File: config.mk
export PLATFORM = sky130hd
export DESIGN_NAME = fetch_stage
export DESIGN_NICKNAME = d
export VERILOG_FILES = /design/src/rtl/fetch_pkg.sv /design/src/rtl/fetch_stage.sv
export SDC_FILE = /design/constraint.sdc
export NUM_CORES = 1
export LEC_CHECK = 0
export BUFFER_PORTS_ARGS = -buffer_cell sky130_fd_sc_hd__buf_2
export CAP_MARGIN = 20
export CORE_ASPECT_RATIO = 1.2
export CORE_UTILIZATION = 54
export CTS_CLUSTER_DIAMETER = 30
export DETAILED_ROUTE_END_ITERATION = 10
export PLACE_DENSITY = 0.85
export RECOVER_POWER = 100
export SYNTH_ARGS = -nofsm -noshare
export SYNTH_HDL_FRONTEND = slang
export SYNTH_SLANG_ARGS = --single-unit
export TNS_END_PERCENT = 1
File: constraint.sdc
create_clock -name clk -period 2.9 [get_ports clk]
set_input_delay 0.29 -clock clk [delete_from_list [all_inputs] [get_ports clk]]
set_output_delay 0.29 -clock clk [all_outputs]
set_load 0.01 [all_outputs]
File: src/rtl/fetch_pkg.sv
// fetch_pkg: shared types and constants for the instruction fetch stage.
//   fetch_state_t : fetch FSM states (FILL, RUN, HALTED)
//   FETCH_D/W/CW  : default address, instruction and counter widths
//   HALT_INSTR    : encoding that ends the program (also used by decoder/assembler checks)
package fetch_pkg;

  typedef enum logic [1:0] {
    FILL,
    RUN,
    HALTED
  } fetch_state_t;

  localparam int FETCH_D  = 12;
  localparam int FETCH_W  = 9;
  localparam int FETCH_CW = 16;

  localparam logic [FETCH_W-1:0] HALT_INSTR = '1;

endpackage

File: src/rtl/fetch_stage.sv
// fetch_stage: instruction fetch stage downstream of the program counter.
// Presents prog_ctr to a 1-cycle synchronous ROM, registers the returned word
// with its PC for decode, squashes wrong-path fetches on a taken jump, and
// freezes on the halt instruction.
// Ports:
//   clk, reset        clock, synchronous active-high reset
//   prog_ctr [D]      current program counter
//   jump_en           taken-jump strobe (same one the PC sees)
//   imem_addr [D]     ROM address, combinational copy of prog_ctr
//   imem_rdata [W]    ROM data for last cycle's address
//   instr [W]         registered instruction
//   instr_pc [D]      PC that instr came from
//   instr_valid       instr/instr_pc are live
//   done              halt reached, sticky until reset
//   fetch_count [CW]  delivered instructions, saturating
module fetch_stage
  import fetch_pkg::*;
#(
  parameter int D  = FETCH_D,
  parameter int W  = FETCH_W,
  parameter int CW = FETCH_CW,
  parameter logic [W-1:0] HALT_INSTR = {W{1'b1}}
) (
  input  logic          clk,
  input  logic          reset,
  input  logic [D-1:0]  prog_ctr,
  input  logic          jump_en,
  output logic [D-1:0]  imem_addr,
  input  logic [W-1:0]  imem_rdata,
  output logic [W-1:0]  instr,
  output logic [D-1:0]  instr_pc,
  output logic          instr_valid,
  output logic          done,
  output logic [CW-1:0] fetch_count
);

  fetch_state_t state, state_nxt;

  // S1: address handed to the ROM last cycle, data arrives this cycle
  logic [D-1:0] s1_pc;
  logic         s1_valid;

  logic at_halt;
  assign at_halt   = instr_valid && (instr == HALT_INSTR);
  assign imem_addr = prog_ctr;

  always_comb begin
    state_nxt = state;
    case (state)
      FILL:    state_nxt = RUN;
      RUN:     if (at_halt) state_nxt = HALTED;
      HALTED:  state_nxt = HALTED;
      default: state_nxt = FILL;
    endcase
  end

  always_ff @(posedge clk) begin
    if (reset) begin
      state       <= FILL;
      s1_pc       <= '0;
      s1_valid    <= 1'b0;
      instr       <= '0;
      instr_pc    <= '0;
      instr_valid <= 1'b0;
      done        <= 1'b0;
      fetch_count <= '0;
    end else begin
      state <= state_nxt;

      // counts the halt itself too; instr_valid is always 0 once halted
      if (instr_valid && (fetch_count != '1))
        fetch_count <= fetch_count + 1'b1;

      case (state)
        FILL: begin
          s1_pc       <= prog_ctr;
          s1_valid    <= !jump_en;
          instr_valid <= 1'b0;
        end
        RUN: begin
          if (at_halt) begin
            // halt beats a same-cycle jump; output fields freeze
            done        <= 1'b1;
            instr_valid <= 1'b0;
          end else begin
            // a taken jump kills both in-flight slots; fields load anyway
            s1_pc       <= prog_ctr;
            s1_valid    <= !jump_en;
            instr       <= imem_rdata;
            instr_pc    <= s1_pc;
            instr_valid <= s1_valid && !jump_en;
          end
        end
        HALTED: instr_valid <= 1'b0;
        default: instr_valid <= 1'b0;
      endcase
    end
  end

endmodule

======== Yosys cells after proc, flatten, opt, wreduce, memory -nomap -nowiden ========
Cells that the tools add are included.
operators by class
  add/sub/neg operators ................... 1
  equality and inequality tests ........... 6
  muxes and demuxes ....................... 6
  bitwise operators ....................... 2
  reduce and logical (&&, ||, !) cells .... 10
operators by type and width
  cell                     count
  $pmux W12 S2             1
  $add A16 B1 Y16 const B  1
  $ne A16 B16 Y1 const B   1
  $mux W12                 1
  $eq A9 B9 Y1 const B     1
  $pmux W2 S3              1
  $reduce_and A2 Y1        3
  $ne A2 B2 Y1 const B     2
  $logic_and A1 B1 Y1      3
  $reduce_or A3 Y1         1
  $eq A2 B1 Y1 const B     1
  $eq A2 B2 Y1 const B     1
  $logic_not A2 Y1         1
  $mux W2                  1
  $not A1 Y1               2
  $pmux W1 S2              1
  $reduce_bool A2 Y1       1
  $logic_not A1 Y1         1
  $mux W1                  1
word-level totals
  flip-flop bits (word level) ............. 54
  word-level logic and storage cells ...... 33

======== Logic depth before layout (Yosys ltp) ========
Gate-level depths: netlist of the first run.
  word-level depth ........................ 4
  mapped depth ............................ 8
  depth with buffers taken out ............ 6

======== Worst setup path before layout of the first run ========
OpenSTA, ideal clock, no wires.
  path type ............................... reg2reg
  start ................................... register state[1]
  end ..................................... register s1_pc[3]
  arrival time ............................ 1.758 ns
  data required time ...................... 2.772 ns
  setup slack ............................. 1.014 ns
  cell stages (with the launch flop) ...... 9
  path buffers ............................ 2
  period minus slack after synthesis ...... 1.886 ns
  cell sequence ........................... dfxtp_1 > inv_1 > ha_1 > buf_2 > nand3_1 > o32ai_2 > buf_2 > mux2i_1 > nor2_1
on the way
  word-level cells in the longest chain between the ends .. 3
  elaborated cells between the ends (all ways) .. 6
  those cells by class .................... 2 x eq/ne; 1 x mux; 3 x reduce/logical
ends and longest elaborated chain
  element                                                                     line               text
  from (decl)                                                                 fetch_stage.sv:37  fetch_state_t state, state_nxt;
  from (signal assigned)                                                      fetch_stage.sv:68  state <= state_nxt;
  $eq A2 B1 Y1 / $logic_not A2 Y1 (equally long branches)                     fetch_stage.sv:74  case (state)
  $ne A2 B2 Y1 (no source line) / $reduce_bool A2 Y1 (equally long branches)  n/a
  $reduce_and A2 Y1 (no source line)                                          n/a
  to (signal assigned)                                                        fetch_stage.sv:76  s1_pc <= prog_ctr;
  to (signal assigned)                                                        fetch_stage.sv:87  s1_pc <= prog_ctr;
  to (decl)                                                                   fetch_stage.sv:40  logic [D-1:0] s1_pc;
Parallel ways exist; a longest one is shown, timed or not.
A chain may end at the register's enable or synchronous reset.

======== Worst setup path in the final report of the first run ========
  start ................................... register state[1]
  end ..................................... register s1_pc[5]
Same word-level chain as after synthesis.

==> flow_summary.json, run 1 <==
{
  "max-slew-margin-rel": 0.3324,
  "viasPerCell": 5.495,
  "maxSlewViolCount": 0,
  "place.port_buffers": 74,
  "worstMarginPinSlew_ns": 1.001,
  "placed_cell_area_um2": 2648,
  "clockBufferDepth": 2,
  "cts_resized": 0,
  "cp-start-kind": "flop",
  "grt_pass1_vias": 1885,
  "area_growth_pct": 13.78,
  "vias": 2055,
  "post_cts_buffers": 0,
  "synth-seq-cells": 54,
  "cts_root_buf": "clkbuf_8",
  "grt_pass1_wl_mm": 7.824,
  "arrival_ns": 2.44,
  "required_ns": 3.06,
  "fill_cells": 380,
  "outcome": "finished, final reports clean",
  "crit_path_max_fanout": 13,
  "synth_cells": 261,
  "insertion_delay_ns": 0.30,
  "synth_fp_nets": 288,
  "layout.nets": 346,
  "maxCapViolations": 0,
  "fin_crit_ns": 2.276,
  "avgSynthCellArea_um2": 8.941,
  "synth.distinct_cells": 38,
  "rsz0062_at_grt": "false",
  "grt_antenna_before_repair": 0,
  "fmax_mhz": 439.4,
  "cp-end-kind": "flop",
  "async_flop_share": 0,
  "drive_above_1_share": 0.1094,
  "route.detailed.drc": 0,
  "stdcell_area_um2": 2655,
  "start_util": 0.5783,
  "detailedRoute.firstIterationViolations": 80,
  "antenna_cells": 0,
  "grt-ovfl-total": 0,
  "ios": 75,
  "cts_hold_buf": 0,
  "grt_max_degree": 60,
  "first_pass_iters": 4,
  "synth_top_flop_cell": "dfxtp_1",
  "drt-total-wl_mm": 4.804,
  "die-area_um2": 4589,
  "ys_warn_count": 0,
  "place.gp.congestion": 0.7450,
  "finalCritPeriodShare": 0.7848,
  "cts_tree": "done",
  "power_leakage_uw": 0.0009480,
  "route.detailed.wl_per_inst_um": 12.84,
  "p_per_area_nw_per_um2": 727.0,
  "yosysSeqAreaShare": 0.4633,
  "rows": 25,
  "dp_hpwl_mm": 3.408,
  "hp-class": "input port to flop",
  "dp_slack_ns": 0.8750,
  "grtUsageTotal": 0.2261,
  "die_w_um": 62.01,
  "finalSetupViolCount": 0,
  "reg2regPathDepth": 7,
  "crit_type": "flop to flop",
  "netlist_area_um2": 2333,
  "synth_edf_count": 0,
  "postRouteAntennaNets": 0,
  "power.total_uw": 1930,
  "h-tree-depth": 2,
  "hold_viol_final": 0,
  "cts_buffers": 5,
  "cts.clk_slew.worst_paths_ns": 0.09,
  "finClkSkew_ns": 0.004390,
  "setup_ws_ns": 0.6240,
  "ir_drop_mv": 0.5062,
  "design.core.area_um2": 4035,
  "min_path_cells": 2,
  "die_h_um": 74.01,
  "cts_sinks": 54,
  "tns_ns": 0
}
## placed cells by master, fill, tap and decap left out, types with 4 or more instances in the layout
cell / count
or4_1: 4
a211oi_1: 4
buf_2: 23
a21oi_1: 27
nor2_1: 30
clkbuf_8: 5
nor3_1: 5
mux2i_1: 20
nand3_1: 20
nand4_1: 8
o31ai_1: 6
or3_1: 4
dfxtp_1: 54
clkbuf_1: 53
inv_1: 4
nand2_1: 21
## routing by layer
| metal | GRT usage | vias to the layer above | part of all wire |
|---|---|---|---|
| li1 | - | 1029 | - |
| met3 | 0.06435 | 5 | 0.052 |
| met1 | 0.2436 | 968 | 0.42 |
| met4 | 0.06173 | 0 | 0.0085 |
| met5 | 0 | - | 0 |
| met2 | 0.4184 | 53 | 0.52 |
## registers in the layout, summed over array words and instances (netlist names)
signal       count
fetch_count     16
instr_pc        12
s1_pc           12
instr            9
state            2
done             1
instr_valid      1
s1_valid         1
## worst max-delay path, stage by stage (launching register included)
cell,delay [ns]
dfxtp_1,0.32
inv_1,0.07
ha_1,0.43
nand3_1,0.14
o32ai_1,0.40
clkbuf_2,0.45
mux2i_1,0.27
nor2_1,0.05
## metrics by stage
stage                       util  instances  hold WS (ns)
final                     0.6580        374        0.1786
after global placement    0.6561        366        0.4382
after detailed placement  0.6561        366        0.4451
after floorplan                -        261        0.3693
after global routing      0.6580        374        0.1861
after CTS                 0.6831        374        0.1672
## where the power goes
group	switching (µW)	leakage [µW]	internal (µW)	total [µW]
clock network	231	0.0000579	254	485
registers	75.3	0.000440	866	941
logic	302	0.000450	202	504
## cells by family (layout without fill, tap and decap cells)
| group | after synthesis | count (layout) | share of synthesized area |
|---|---|---|---|
| compound gates | 44 | 44 | 0.1164 |
| xor+xnor | 2 | 2 | 0.007508 |
| fa+ha+maj | 3 | 3 | 0.01609 |
| buf+inv | 30 | 89 | 0.06917 |
| flops | 54 | 54 | 0.4633 |
| mux | 23 | 23 | 0.1003 |
| simple gates | 105 | 105 | 0.2274 |
## layout make-up
type	count	area, µm²	area share
Sequential cell	54	1081	0.4072
Multi-Input combinational cell	177	1064	0.4006
Timing Repair Buffer	77	319.1	0.1202
Clock buffer	5	68.82	0.02592
Tap cell	54	67.56	0.02545
Clock inverter	3	40.04	0.01508
Inverter	4	15.01	0.005655
## final timing paths
check / start / endpoint / slack (ns)
worst max-delay path: state[1]$_SDFFE_PP0P_ / s1_pc[5]$_SDFFE_PP0P_ / 0.62
worst min-delay path: jump_en / instr_valid$_SDFF_PP0_ / 0.18
worst max register to register: state[1]$_SDFFE_PP0P_ / s1_pc[5]$_SDFFE_PP0P_ / 0.62
worst min register to register: instr_pc[1]$_SDFFE_PP0P_ / instr_pc[1]$_SDFFE_PP0P_ / 0.46
## synth_stat cells (2+ instances only)
master / number / area (µm²)
a211oi_1: 4 / 30.03
a21oi_1: 27 / 135.1
and4_1: 2 / 17.52
buf_1: 3 / 11.26
buf_2: 2 / 10.01
buf_4: 12 / 90.09
clkbuf_1: 8 / 30.03
dfxtp_1: 54 / 1081
ha_1: 3 / 37.54
inv_1: 4 / 15.01
mux2_2: 3 / 33.78
mux2i_1: 20 / 200.2
nand2_1: 21 / 78.83
nand3_1: 20 / 100.1
nand4_1: 7 / 43.79
nor2_1: 30 / 112.6
nor2b_1: 3 / 18.77
nor3_1: 5 / 25.02
nor4_1: 2 / 12.51
o21ai_0: 3 / 15.01
o31ai_1: 5 / 37.54
or3_1: 4 / 25.02
or4_1: 4 / 30.03
No activity file was read; power rests on OpenSTA's default activity.
==> run 2, diff against run 1 <==
--- a/config.mk
+++ b/config.mk
@@ -8,10 +8,10 @@
 export BUFFER_PORTS_ARGS = -buffer_cell sky130_fd_sc_hd__buf_2
 export CAP_MARGIN = 20
 export CORE_ASPECT_RATIO = 1.2
-export CORE_UTILIZATION = 54
+export CORE_UTILIZATION = 50
 export CTS_CLUSTER_DIAMETER = 30
 export DETAILED_ROUTE_END_ITERATION = 10
-export PLACE_DENSITY = 0.85
+export PLACE_DENSITY = 0.8
 export RECOVER_POWER = 100
 export SYNTH_ARGS = -nofsm -noshare
 export SYNTH_HDL_FRONTEND = slang
==> constraint.sdc (replaced) <==
create_clock -name clk -period 2.2 [get_ports clk]
set_input_delay 0.22 -clock clk [delete_from_list [all_inputs] [get_ports clk]]
set_output_delay 0.22 -clock clk [all_outputs]
set_load 0.01 [all_outputs]
==> run 2 against run 1 <==
Critical path depth is 1 lower. First-iteration DRC count is 110% higher. Sequential power rose by 32%. Routed wire length rose by 3.3%. Critical path type unchanged. Sequential share of layout area down 0.66 points. Cell count grew 1.1%. Via count is the same. Clock power rose by 36%. Core utilization decreased by 3.9 points. Combinational power up 36%. Critical endpoint is now s1_pc[1]$_SDFFE_PP0P_. Maximum frequency grew 20%. Final area increased by 1.6%. Largest cell class is now multi-input combinational cells.
==> flow_summary.json, run 2 (synthesized netlist as in run 1, its figures left out) <==
{
  "cts_hold_buf": 0,
  "grt_pass1_vias": 1901,
  "power_leakage_uw": 0.0009726,
  "cts_tree": "done",
  "crit_chain": "ha_1, nand3_1, o32ai_2, clkbuf_2, mux2i_1, nor2_1",
  "layout.nets": 348,
  "die-area_um2": 4945,
  "cts_root_buf": "clkbuf_8",
  "area_growth_pct": 15.66,
  "maxSlewViolCount": 0,
  "max-slew-margin-rel": 0.3181,
  "die_h_um": 76.84,
  "detailedRoute.firstIterationViolations": 170,
  "start_util": 0.5353,
  "critPathLaunch": "state[0]$_SDFFE_PP0P_",
  "reg2regPathDepth": 6,
  "rsz0062_at_grt": "false",
  "tns_ns": 0,
  "placed_cell_area_um2": 2665,
  "largest_register_ffs": 16,
  "drive_above_1_share": 0.1242,
  "route.detailed.wl_per_inst_um": 13.13,
  "finalCritPeriodShare": 0.8635,
  "stdcell_area_um2": 2699,
  "postRouteAntennaNets": 0,
  "maxCapViolations": 0,
  "cp-start-kind": "flop",
  "hp-class": "input port to flop",
  "worstMarginPinSlew_ns": 1.023,
  "grt-ovfl-total": 0,
  "arrival_ns": 2.06,
  "cts.clk_slew.worst_paths_ns": 0.10,
  "place.port_buffers": 74,
  "required_ns": 2.36,
  "holdWs_ns": 0.1186,
  "fin_crit_ns": 1.900,
  "outcome": "finished, final reports clean",
  "rows": 26,
  "antenna_cells": 0,
  "cts_sinks": 54,
  "most-common-layout-cells": "54 x dfxtp_1, 52 x clkbuf_1, 30 x nor2_1",
  "grtUsageTotal": 0.2102,
  "grt_max_degree": 60,
  "first_pass_iters": 4,
  "h-tree-depth": 2,
  "hold_viol_final": 0,
  "cts_resized": 0,
  "grt_pass1_wl_mm": 8.314,
  "grt_antenna_before_repair": 0,
  "slowest_stage": "clkbuf_2",
  "cts_buffers": 5,
  "design.core.area_um2": 4359,
  "route.detailed.drc": 0,
  "crit_path_max_fanout": 14,
  "cp-end-kind": "flop",
  "ios": 75,
  "final_common_cell": "dfxtp_1",
  "clockBufferDepth": 2,
  "max_stage_delay_ns": 0.44,
  "crit_end": "s1_pc[1]$_SDFFE_PP0P_",
  "drt-total-wl_mm": 4.964,
  "reg_top3": "fetch_count x16, instr_pc x12, s1_pc x12",
  "rrSetupSlack_ns": 0.30,
  "place.gp.congestion": 0.8127,
  "post_cts_buffers": 0,
  "crit_type": "flop to flop",
  "insertion_delay_ns": 0.31,
  "p_per_area_nw_per_um2": 956.5,
  "finClkSkew_ns": 0.007227,
  "setup_ws_ns": 0.3004,
  "die_w_um": 64.37,
  "timing.rr.start": "state[0]$_SDFFE_PP0P_",
  "power.total_uw": 2581,
  "regMostFlops": "fetch_count",
  "r2r-end": "s1_pc[1]$_SDFFE_PP0P_",
  "finalSetupViolCount": 0,
  "ir_drop_mv": 0.6879,
  "dp_hpwl_mm": 3.374,
  "viasPerCell": 5.437,
  "fmax_mhz": 526.4,
  "vias": 2055,
  "dp_slack_ns": 0.3421
}
run 2: cell count changes in the layout (fill, tap and decap cells not counted), sizes merged:
cell / before / now
clkinvlp: 0 / 2
clkinv: 2 / 0
buf: 23 / 25
run 2: final cells by class:
class                           count  area, µm²
Clock inverter                      3      45.04
Sequential cell                    54       1081
Clock buffer                        5      68.82
Tap cell                           56      70.07
Multi-Input combinational cell    177       1086
Inverter                            4      15.01
Fill cell                         436       1660
Timing Repair Buffer               79      332.8
run 2: how the worst min path moves through the flow:
stage	from	to	slack, ns	cells past startpoint
6_report	jump_en	instr_valid$_SDFF_PP0_	0.12	2
5_1_grt	jump_en	instr_valid$_SDFF_PP0_	0.10	2
4_1_cts	jump_en	instr_valid$_SDFF_PP0_	0.1	2
3_5_place_dp	jump_en	instr_valid$_SDFF_PP0_	0.43	2
3_3_place_gp	jump_en	instr_valid$_SDFF_PP0_	0.42	2
2_1_floorplan	jump_en	instr_valid$_SDFF_PP0_	0.30	1
run 2: metal layers:
metal | GRT usage | up-vias | wire length, µm
li1 | - | 1035 | -
met1 | 0.2325 | 959 | 2127
met2 | 0.3842 | 55 | 2514
met3 | 0.05655 | 6 | 258
met4 | 0.06000 | 0 | 63
met5 | 0 | - | 0
run 2: through the flow:
stage	cells	util
after floorplan	261	-
after global placement	370	0.6114
after detailed placement	370	0.6114
after CTS	378	0.6375
after global routing	378	0.6191
final	378	0.6191
run 2: power breakdown:
| part | switching, µW | total (µW) | internal [µW] |
|---|---|---|---|
| registers | 95.6 | 1240 | 1140 |
| clock network | 321 | 659 | 339 |
| logic | 406 | 686 | 280 |
run 2: critical path, delay by kind of cell, from the launching register on:
kind | cells | cell delay (ns)
mux | 1 | 0.25
flops | 1 | 0.38
simple gates | 2 | 0.17
compound gates | 1 | 0.20
buf+inv | 1 | 0.44
fa+ha+maj | 1 | 0.31
==> run 3, diff against run 2 <==
--- a/config.mk
+++ b/config.mk
@@ -8,10 +8,11 @@
 export BUFFER_PORTS_ARGS = -buffer_cell sky130_fd_sc_hd__buf_2
 export CAP_MARGIN = 20
 export CORE_ASPECT_RATIO = 1.2
-export CORE_UTILIZATION = 50
+export CORE_UTILIZATION = 52
+export CTS_BUF_LIST = sky130_fd_sc_hd__clkbuf_4
 export CTS_CLUSTER_DIAMETER = 30
 export DETAILED_ROUTE_END_ITERATION = 10
-export PLACE_DENSITY = 0.8
+export PLACE_DENSITY = 0.82
 export RECOVER_POWER = 100
 export SYNTH_ARGS = -nofsm -noshare
 export SYNTH_HDL_FRONTEND = slang
==> constraint.sdc (replaced) <==
create_clock -name clk -period 2.2 [get_ports clk]
set_input_delay 0.44 -clock clk [delete_from_list [all_inputs] [get_ports clk]]
set_output_delay 0.44 -clock clk [all_outputs]
set_load 0.01 [all_outputs]
==> run 3 against run 2 <==
Clock power down 35%. Global-route usage fell by 0.24 points. Clock-buffer cell count grew 1. First-iteration DRC count fell by 10%. Final area decreased by 1.7%. Core utilization decreased by 0.14 points. Register-to-register slack hardly changed. Total power is 8.6% lower. Maximum frequency up 0.46%. Sequential share of layout area up 0.70 points. Routed wire length fell by 0.71%. Clock skew down 0.00055 ns. Largest power group unchanged. Highest routed layer unchanged.
==> flow_summary.json, run 3 (synthesized netlist as in run 1, its figures left out) <==
{
  "outcome": "finished, final reports clean",
  "seqCellArea_um2": 1081,
  "grtUsageTotal": 0.2078,
  "crit_path_max_fanout": 10,
  "start_util": 0.5434,
  "place.gp.congestion": 0.7784,
  "largest_register_ffs": 16,
  "cp-end-kind": "flop",
  "rows": 26,
  "post_cts_buffers": 0,
  "grt_pass1_wl_mm": 7.700,
  "power_leakage_uw": 0.0009653,
  "fin_crit_ns": 1.891,
  "p_per_area_nw_per_um2": 889.0,
  "reg_top3": "fetch_count x16, instr_pc x12, s1_pc x12",
  "grt-ovfl-total": 0,
  "multi_input_area_um2": 1079,
  "required_ns": 2.50,
  "finClkSkew_ns": 0.006680,
  "place.port_buffers": 74,
  "clockBufferDepth": 2,
  "drt-total-wl_mm": 4.929,
  "grt_pass1_vias": 1774,
  "crit_type": "flop to flop",
  "hp-class": "input port to flop",
  "fill_cells": 438,
  "antenna_cells": 0,
  "maxCapViolations": 0,
  "route.detailed.drc": 0,
  "ir_drop_mv": 0.5944,
  "cts_hold_buf": 0,
  "cts.clk_slew.worst_paths_ns": 0.14,
  "grt_max_degree": 42,
  "viasPerCell": 5.467,
  "cp-start-kind": "flop",
  "worstMarginPinSlew_ns": 0.7062,
  "regMostFlops": "fetch_count",
  "power.total_uw": 2358,
  "vias": 2083,
  "most-common-layout-cells": "54 x dfxtp_1, 53 x clkbuf_1, 30 x nor2_1",
  "drive_above_1_share": 0.1231,
  "finalCritPeriodShare": 0.8595,
  "fmax_mhz": 528.8,
  "finalSetupViolCount": 0,
  "grt_antenna_before_repair": 0,
  "postRouteAntennaNets": 0,
  "max-slew-margin-rel": 0.5292,
  "rsz0062_at_grt": "false",
  "cts_sinks": 54,
  "tns_ns": 0,
  "die_h_um": 75.38,
  "final_common_cell": "dfxtp_1",
  "area_growth_pct": 13.67,
  "h-tree-depth": 2,
  "cts_root_buf": "clkbuf_4",
  "arrival_ns": 2.19,
  "detailedRoute.firstIterationViolations": 153,
  "insertion_delay_ns": 0.37,
  "maxSlewViolCount": 0,
  "cts_tree": "done",
  "holdWs_ns": 0.2361,
  "design.core.area_um2": 4294,
  "route.detailed.wl_per_inst_um": 12.94,
  "layout.nets": 351,
  "dp_hpwl_mm": 3.511,
  "ios": 75,
  "die_w_um": 63.15,
  "dp_slack_ns": 0.3315,
  "die-area_um2": 4760,
  "setup_ws_ns": 0.3091,
  "cts_resized": 0,
  "first_pass_iters": 4,
  "hold_viol_final": 0,
  "cts_buffers": 5
}
## run 3: worst max-delay path, cell delays in order, from the launching register on
cell     delay [ns]
dfxtp_1        0.47
nand4_4        0.19
or3b_1         0.52
or4_1          0.49
a21oi_1        0.16
## run 3: layout make-up
| cell class | count | share of cell area |
|---|---|---|
| Clock inverter | 2 | 0.003302 |
| Timing Repair Buffer | 82 | 0.1335 |
| Inverter | 4 | 0.005660 |
| Sequential cell | 54 | 0.4075 |
| Tap cell | 56 | 0.02642 |
| Clock buffer | 6 | 0.01698 |
| Multi-Input combinational cell | 177 | 0.4066 |
## run 3: worst paths after layout
| path | from | endpoint | slack [ns] | depth (start not counted) |
|---|---|---|---|---|
| setup / recovery | fetch_count[4]$_SDFFE_PP0P_ | fetch_count[9]$_SDFFE_PP0P_ | 0.31 | 4 |
| hold / removal | jump_en | instr_valid$_SDFF_PP0_ | 0.24 | 2 |
| setup reg to reg | fetch_count[4]$_SDFFE_PP0P_ | fetch_count[9]$_SDFFE_PP0P_ | 0.31 | 4 |
| hold reg to reg | instr_pc[3]$_SDFFE_PP0P_ | instr_pc[3]$_SDFFE_PP0P_ | 0.46 | 2 |
## run 3: per-stage QoR
step                instances  instance area, µm²    util
finish                    381                2653  0.6177
CTS                       381                2741  0.6384
detailed placement        373                2688  0.6259
global route              381                2653  0.6177
global placement          373                2688  0.6259
floorplan                 261                2333       -
## run 3: report_power, final
| part | internal [µW] | switching [µW] |
|---|---|---|
| combinational | 293 | 403 |
| clock | 133 | 295 |
| sequential | 1140 | 93.7 |
## run 3: layer usage
layer | part of all wire | global-route usage
met1 | 0.43 | 0.2293
met2 | 0.51 | 0.3859
met3 | 0.046 | 0.05539
met4 | 0.013 | 0.07752
met5 | 0 | 0
